==> src/rtl/clk_tick_monitor.sv <==
// clk_tick_monitor: synchronises a slow clock/strobe into the system clock
// domain, emits one-cycle rise/fall ticks, counts rising edges, measures the
// rising-edge period in system cycles and flags a stalled input.
module clk_tick_monitor #(
    parameter int SYNC_STAGES = 2,
    parameter int TIMEOUT     = 1024,
    parameter int CNT_W       = 16,
    localparam int PW         = $clog2(TIMEOUT + 1)
) (
    input  logic             clk,
    input  logic             rst_n,
    input  logic             in,
    input  logic             clr,
    output logic             level,
    output logic             rise,
    output logic             fall,
    output logic [CNT_W-1:0] count,
    output logic [PW-1:0]    period,
    output logic             period_valid,
    output logic             stall
);

    localparam logic [PW-1:0] GAP_MAX  = PW'(TIMEOUT);
    localparam logic [PW-1:0] GAP_LAST = PW'(TIMEOUT - 1);

    typedef enum logic [1:0] {
        WAIT_EDGE,
        MEASURE,
        STALLED
    } state_t;

    state_t state, state_nxt;

    logic [SYNC_STAGES-1:0] s;
    logic                   prev;
    logic                   s_last;
    logic                   d_r;
    logic                   d_f;

    logic [PW-1:0]          gap, gap_nxt;
    logic [CNT_W-1:0]       count_nxt;
    logic [PW-1:0]          period_nxt;
    logic                   period_valid_nxt;
    logic                   stall_nxt;
    logic                   gap_hits_max;

    assign s_last = s[SYNC_STAGES-1];
    assign d_r    = s_last & ~prev;
    assign d_f    = ~s_last & prev;

    // The gap counter is about to saturate on this edge (no rising edge restarts it).
    assign gap_hits_max = ~d_r && (gap == GAP_LAST);

    // Synchroniser chain, edge history and registered tick outputs; untouched by clr.
    always_ff @(posedge clk or negedge rst_n) begin
        if (!rst_n) begin
            s     <= '0;
            prev  <= 1'b0;
            level <= 1'b0;
            rise  <= 1'b0;
            fall  <= 1'b0;
        end else begin
            s     <= {s[SYNC_STAGES-2:0], in};
            prev  <= s_last;
            level <= s_last;
            rise  <= d_r;
            fall  <= d_f;
        end
    end

    // FSM state register.
    always_ff @(posedge clk or negedge rst_n) begin
        if (!rst_n) begin
            state <= WAIT_EDGE;
        end else begin
            state <= state_nxt;
        end
    end

    // FSM next-state logic; clr overrides any edge seen on the same cycle.
    always_comb begin
        state_nxt = state;
        if (clr) begin
            state_nxt = WAIT_EDGE;
        end else begin
            unique case (state)
                WAIT_EDGE: begin
                    if (d_r)               state_nxt = MEASURE;
                    else if (gap_hits_max) state_nxt = STALLED;
                end
                MEASURE: begin
                    if (gap_hits_max)      state_nxt = STALLED;
                end
                STALLED: begin
                    if (d_r)               state_nxt = MEASURE;
                end
                default:                   state_nxt = WAIT_EDGE;
            endcase
        end
    end

    // Next values of the registered measurement outputs, gap and edge count.
    always_comb begin
        gap_nxt          = gap;
        count_nxt        = count;
        period_nxt       = period;
        period_valid_nxt = period_valid;
        stall_nxt        = stall;
        if (clr) begin
            gap_nxt          = '0;
            count_nxt        = '0;
            period_nxt       = '0;
            period_valid_nxt = 1'b0;
            stall_nxt        = 1'b0;
        end else begin
            if (d_r) begin
                gap_nxt   = PW'(1);
                count_nxt = count + CNT_W'(1);
            end else if (gap < GAP_MAX) begin
                gap_nxt = gap + PW'(1);
            end
            unique case (state)
                WAIT_EDGE: begin
                    if (gap_hits_max) stall_nxt = 1'b1;
                end
                MEASURE: begin
                    if (d_r) begin
                        period_nxt       = gap;
                        period_valid_nxt = 1'b1;
                    end else if (gap_hits_max) begin
                        stall_nxt        = 1'b1;
                        period_valid_nxt = 1'b0;
                    end
                end
                STALLED: begin
                    // The overflowed gap is not a measurement; validity
                    // returns only after the next full period.
                    if (d_r) stall_nxt = 1'b0;
                end
                default: begin
                    stall_nxt = 1'b0;
                end
            endcase
        end
    end

    // Measurement, gap and count registers.
    always_ff @(posedge clk or negedge rst_n) begin
        if (!rst_n) begin
            gap          <= '0;
            count        <= '0;
            period       <= '0;
            period_valid <= 1'b0;
            stall        <= 1'b0;
        end else begin
            gap          <= gap_nxt;
            count        <= count_nxt;
            period       <= period_nxt;
            period_valid <= period_valid_nxt;
            stall        <= stall_nxt;
        end
    end

endmodule
==> config.mk <==
export PLATFORM = sky130hd
export DESIGN_NAME = clk_tick_monitor
export DESIGN_NICKNAME = d
export VERILOG_FILES = /design/src/rtl/clk_tick_monitor.sv
export SDC_FILE = /design/constraint.sdc
export NUM_CORES = 1
export LEC_CHECK = 0
export CAP_MARGIN = 20
export CORE_ASPECT_RATIO = 0.6
export CORE_MARGIN = 3
export CORE_UTILIZATION = 52
export DETAILED_ROUTE_END_ITERATION = 8
export PLACE_DENSITY = 0.84
export SLEW_MARGIN = 0
export SYNTH_ARGS = -nofsm -noshare
export SYNTH_HDL_FRONTEND = slang
export SYNTH_SLANG_ARGS = --single-unit
==> constraint.sdc <==
create_clock -name clk -period 1.98 [get_ports clk]
set_input_delay 0.396 -clock clk [delete_from_list [all_inputs] [get_ports clk]]
set_output_delay 0.396 -clock clk [all_outputs]
set_load 0.02 [all_outputs]
Word-level counts from Yosys, hierarchy flattened
Index checks and enable logic that the tools add are counted.

Register bits: 47. Input port bits: 4. Output and inout port bits: 32. Logic and storage cells: 54.

$add $sub $neg: 2. Magnitude comparators: 1. Eq/ne operators: 5. Multiplexer cells: 22. Bitwise logic cells: 5. Reductions and logical operators: 9.

Operator list (number): 11-bit two-way mux (6); 16-bit two-way mux (2); 16-bit by 1-bit adder with 16-bit output, second input constant (1); 11-bit by 1-bit adder with 11-bit output, second input constant (1); 11-bit by 10-bit == test with 1-bit output, second input constant (1); 11-bit less-than comparator, second input constant (1); 1-bit two-way mux (8); 2-bit two-way mux (4); 3-bit inequality test, second input constant (2); 2-bit one-hot mux with 3 select lines (1); 2-bit AND reduction (3); 3-bit nonzero test (2); 2-bit nonzero test (2); 1-bit inverter (3); 1-bit one-hot mux with 3 select lines (1); 1-bit bitwise AND (2); 2-bit by 1-bit == test with 1-bit output, second input constant (1); 2-bit == test, second input constant (1); 2-bit zero test (1); 1-bit logical AND (1).

Depth between registers and ports, before layout
Gate-level depths: netlist of the first run.

Depth in word-level cells: 8. Depth in mapped cells: 6. Gate-level depth less buffers: 5.

Least setup slack after synthesis of the first run
OpenSTA, ideal clock, no wires.

Path type: reg2reg. Start: reg count[5]. End: reg count[15]. Library setup time: 0.127 ns. Arrival time: 1.433 ns. Required time: 1.853 ns. Slack: 0.420 ns. Cell stages (with the launch flop): 5. Path buffers: 0. Clock period less this slack: 1.560 ns. Cells stage by stage: dfrtp_1 -> nand4_4 -> nor3_2 -> and3_1 -> mux2_1.

Longest elaborated chain between the ends: 3.

RTL lines: from (decl) (RTL line 17) `output logic [CNT_W-1:0] count,`; from (signal assigned) (RTL line 157) `count <= count_nxt;`; 16-bit by 1-bit adder with 16-bit output (RTL line 118) `count_nxt = count + CNT_W'(1);`; 16-bit two-way mux (RTL line 116) `if (d_r) begin`; 16-bit two-way mux (RTL line 109) `if (clr) begin`.

Every way passes these cells. The select of a mux whose other input is x is not followed. A chain may end at the register's enable or synchronous reset.

Worst setup path in the final report of the first run
Start: reg count[5]. End: out count[5].

No word-level cell between the ends.

==> metrics.txt, run 1 <==
Final period util 92.81%; final hold violations 0; Via density 5.411; Clock Latency Late Sink 0.30 ns; CTS root buf clkbuf_8; Max-slew headroom 50.40%; I/O pins 36; core area 3829 sq um; CP max stage delay 0.66 ns; switching part of the total 20.77%; Setup Fix Bufs, Post-CTS 0; Pwr per Cell Area 718.2 nW/um^2; vias in the first global route 1400; CP Cell Sequence clkdlybuf4s50_1; Seq/Total Area, Yosys 54.68%; CP bufs+invs 1; Worst VDD drop 0.0003750 V; die width 89.03 um; worst slew pin tran 0.7413 ns; setup slack, reg-to-reg 0.26 ns; row cnt 17; global route overflow 0; largest net degree at the start of global routing 48; combinational share of power 5.5%; setup violators final 0; status finished clean; clock-pin slew on the worst setup and hold paths 0.08 ns; Tmin final 1.838 ns; Seq pwr share 51.7%; design area 2663 sq um; first-pass GRT wire length 6906 um; antenna violations before repair 0; share of layout cells above drive strength 1 14.91%; hold_buf cts 0; critical path peak fanout 6; Slowest cell on crit path clkdlybuf4s50_1; clk sinks 47; Post-synth top flop dfrtp_1; Final nets 233; Resize count post-CTS 0; element type at the critical path end output pin; post-route ant nets 0; Psw 397.1 uW; Synth Register Bits 47; Num CTS Buffers 5; wirelength, routed 4152 um; Leak Pwr 0.001168 uW; maximum buffer depth of the clock tree 2; TritonCTS clock tree yes; drt wl/cell 15.10 um; Starting DRT DRC Count 97; die footprint 4969 sq um; Yosys cell types 43; synthesized cell area 2151 sq um; Port Buffers 35; RSZ-0062 raised after global routing no; final setup TNS 0 ns; placed cell area 2530 sq um; post-synthesis net count 196; Worst EP required 1.58 ns; htree depth 2; Synth Area per Inst 11.32 sq um; Slew Limit Fails 0; Post-route DRC 0; number of antenna diodes 0; worst hold path class in -> async; max cap viols 0; delay-heaviest family, CP buffers and inverters; Die H 55.82 um; total track usage 18.16%; Critical Path Source Type register; DP HPWL 2887 um; First-pass DRT Iterations 4; CP Class reg -> out; post-synthesis cell count 190; Clk pwr share 42.8%; via count 1488; initial core utilization 56.18%; Synth-to-Final Area Change 23.79%; Yosys Warn Count 0; Pint 1515 uW; Critical Path AT 1.44 ns; number of flops mapped to enable cells by yosys 0; Routability Congestion 0.7929; Peak Freq 0.5442 GHz; final clock skew 0.004913 ns; Async S/R FF share, synth 100.0%
[sequential cells by signal, summed over array words and instances (netlist names)]
signal	cells
s	2
period_valid	1
fall	1
rise	1
period	11
state	2
gap	11
prev	1
count	16
stall	1
[synth_stat cells, types with 2 or more instances]
| library cell | instances | area, sq um |
|---|---|---|
| nor4_2 | 3 | 37.54 |
| nand2b_1 | 2 | 12.51 |
| a22o_1 | 2 | 17.52 |
| nand3_1 | 6 | 30.03 |
| or3_1 | 2 | 12.51 |
| dfrtp_1 | 47 | 1176 |
| a22o_2 | 9 | 90.09 |
| o21ai_0 | 3 | 15.01 |
| nand4b_4 | 2 | 47.55 |
| nand2_1 | 9 | 33.78 |
| nor2b_1 | 3 | 18.77 |
| nand4_1 | 4 | 25.02 |
| xnor2_1 | 9 | 78.83 |
| ha_1 | 2 | 25.02 |
| nor3_1 | 5 | 25.02 |
| clkbuf_1 | 2 | 7.510 |
| nor2_1 | 30 | 112.6 |
| a21oi_1 | 7 | 35.03 |
| nor2_4 | 2 | 22.52 |
| buf_6 | 2 | 22.52 |
| buf_2 | 2 | 10.01 |
| xor2_1 | 9 | 78.83 |
| buf_1 | 2 | 7.510 |
| and3_1 | 2 | 12.51 |
| a31o_2 | 2 | 17.52 |
| inv_1 | 5 | 18.77 |
[layout by cell type, fill, tap and decap left out, types with 3 or more instances in the layout]
cell             synthesis  routed
a21oi_1                  7       7
a22o_2                   9       9
buf_4                    0       3
clkbuf_8                 0       5
clkdlybuf4s50_1          0      34
dfrtp_1                 47      47
inv_1                    5       5
nand2_1                  9       9
nand3_1                  6       6
nand4_1                  4       4
nor2_1                  30      30
nor2b_1                  3       3
nor3_1                   5       5
nor4_2                   3       3
o21ai_0                  3       3
xnor2_1                  9       9
xor2_1                   9       9
[path summary, 6_finish.rpt]
kind | from | to | depth (start not counted)
max reg2reg | s[1] | period[1] | 4
max in group asynchronous | rst_n | count[14] | 2
max | count[5] | count[5] | 1
min in group clk | s[0] | s[1] | 0
min reg2reg | s[0] | s[1] | 0
min | rst_n | period[2] | 2
[stage by stage]
stage / instances / hold slack, ns / power [uW] / utilization, % / worst slack, ns
after global routing: 275 / 0.2288 / 1978 / 69.54 / 0.09036
final: 275 / 0.1738 / 1912 / 69.54 / 0.1423
after detailed placement: 267 / 0.3365 / 1113 / 66.08 / 0.2456
after global placement: 267 / 0.3338 / 1110 / 66.08 / 0.2583
after floorplan: 190 / 0.1004 / 1062 / - / 0.4198
after CTS: 275 / 0.1943 / 1923 / 69.54 / 0.1294
[power groups by stage]
| stage | clock (uW) | sequential, uW | combinational (uW) |
|---|---|---|---|
| global placement | 0 | 1010 | 103 |
| global route | 870 | 992 | 117 |
| CTS | 828 | 989 | 106 |
| floorplan | 0 | 1010 | 48.2 |
| finish | 819 | 989 | 105 |
| detailed placement | 0 | 1010 | 105 |
[cell families after synthesis]
family                   count (synthesis)  synth area share [%]
AO/OA/AOI/OAI                           28                 9.948
XOR/XNOR                                18                 7.330
adder cells (fa/ha/maj)                  2                 1.163
buffers and inverters                   14                 3.258
flip-flops                              47                 54.68
multiplexers                             3                 1.512
AND/OR/NAND/NOR                         78                 22.11
[final cells by class]
cell class / instances / area [sq um]
clock buffers: 6 / 72.57
clock inverters: 2 / 60.06
fillers: 277 / 1166
inverters: 6 / 22.52
multi-input cells: 129 / 904.6
flip-flops and latches: 47 / 1176
well taps: 47 / 58.81
repair buffers: 38 / 367.9
[metal layers]
layer / track usage (%) / vias up / share of wire (%)
met5: 0 / - / 0
met4: 5.732 / 0 / 1.2
met3: 5.030 / 5 / 4.7
met2: 22.83 / 33 / 40
met1: 29.59 / 717 / 55
li1: - / 733 / -
Note: power is estimated with default switching activity, not from simulation.
==> inputs of run 2 (changes only) <==
--- a/config.mk
+++ b/config.mk
@@ -10,6 +10,7 @@
 export CORE_MARGIN = 3
 export CORE_UTILIZATION = 52
 export DETAILED_ROUTE_END_ITERATION = 8
+export HOLD_SLACK_MARGIN = 0.02
 export PLACE_DENSITY = 0.84
 export SLEW_MARGIN = 0
 export SYNTH_ARGS = -nofsm -noshare
==> results of run 2 <==
The final DEF is identical to that of run 1; final timing and power are the same.
==> RTL change, RTL diff (settings of run 2) <==
Encoding of `state_t`: now one-hot (3 bits for 3 states).
--- a/src/rtl/clk_tick_monitor.sv
+++ b/src/rtl/clk_tick_monitor.sv
@@ -24,8 +24,8 @@
     localparam logic [PW-1:0] GAP_LAST = PW'(TIMEOUT - 1);
 
-    typedef enum logic [1:0] {
-        WAIT_EDGE,
-        MEASURE,
-        STALLED
+    typedef enum logic [2:0] {
+        WAIT_EDGE = 3'b001,
+        MEASURE   = 3'b010,
+        STALLED   = 3'b100
     } state_t;
 
Function: same outputs for any inputs over 10 cycles, from zero or initial values and one cycle with rst_n low; not proved beyond that.
==> RTL change against run 2 <==
Sequential share of layout area is 0.27 points lower; final cell count is 6.9% higher; register-to-register slack worse by 0.12 ns; utilization increased by 2.0 points; sequential cell count is 1 higher; global-route usage increased by 4.1 points; total power is 0.70% lower; wire length is 22% higher; worst setup slack better by 0.00084 ns; cell area is 2.9% higher; count of clock-buffer cells in the layout grew 1; area after synthesis grew 0.29%.
==> RTL change: results <==
group,metric,value,unit
critical_path,timing.rr.end,"count[11]$_DFFE_PN0P_",
routing,m1WireLength,2.33,mm
synthesis,synth-seq-area-share,0.557,
synthesis,synth.distinct_cells,41,
global_routing,met2_usage,0.294,
global_routing,grt_use_met1,0.345,
power,powerComb,0.117,mW
critical_path,crit_path_start,"count[2]$_DFFE_PN0P_",
global_routing,grt_max_degree,30,
routing,dr.first_iter.drc_count,151,
critical_path,rrSetupSlack,0.14,ns
place,finalWeightedCongestion,0.824,
place,dp_hpwl,3.55,mm
global_routing,grt_pass1_wl,8.31,mm
power,netSwitchingFraction,0.219,
critical_path,worstSetupEndpoint,"count[2]",
synthesis,synthesis.nets,210,
critical_path,crit_fanout,4,
routing,wl_met2,2.29,mm
power,power.internal,1.48,mW
run_status,outcome,"finished clean",
power,p_leak,1.17,nW
global_routing,track_usage,0.223,
cells_and_area,nNetsFinal,252,
synthesis,synth_commonest_cells,"dfrtp_1, nor2_1, a21oi_1, nand2_1, xor2_1",
timing,fin_skew,0.00895,ns
place,place_area,0.00260,sq mm
cells_and_area,instances_no_fill,294,
## RTL change: changes by cell type after synthesis, moves of 5 or more
cell / run 2 / this run
nand4_1: 4 / 9
a22o_2: 9 / 0
or3_1: 2 / 7
nor2_1: 30 / 21
a22o_1: 2 / 11
a21oi_1: 7 / 12
o21ai_0: 3 / 10
clkbuf_1: 2 / 8
## RTL change: area by class of cell
class                   instances  area [sq um]  area share
clock buffers                   7          96.3      0.0352
clock inverters                 1          30.0      0.0110
inverters                       6          22.5     0.00822
multi-input cells             139           901       0.329
well taps                      47          58.8      0.0215
flip-flops and latches         48          1200       0.439
repair buffers                 46           428       0.156
## RTL change: cells by family after synthesis
family	share of synthesized area
adder cells (fa/ha/maj)	0.0116
flip-flops	0.557
XOR/XNOR	0.0771
AO/OA/AOI/OAI	0.117
AND/OR/NAND/NOR	0.201
multiplexers	0.00464
buffers and inverters	0.0307
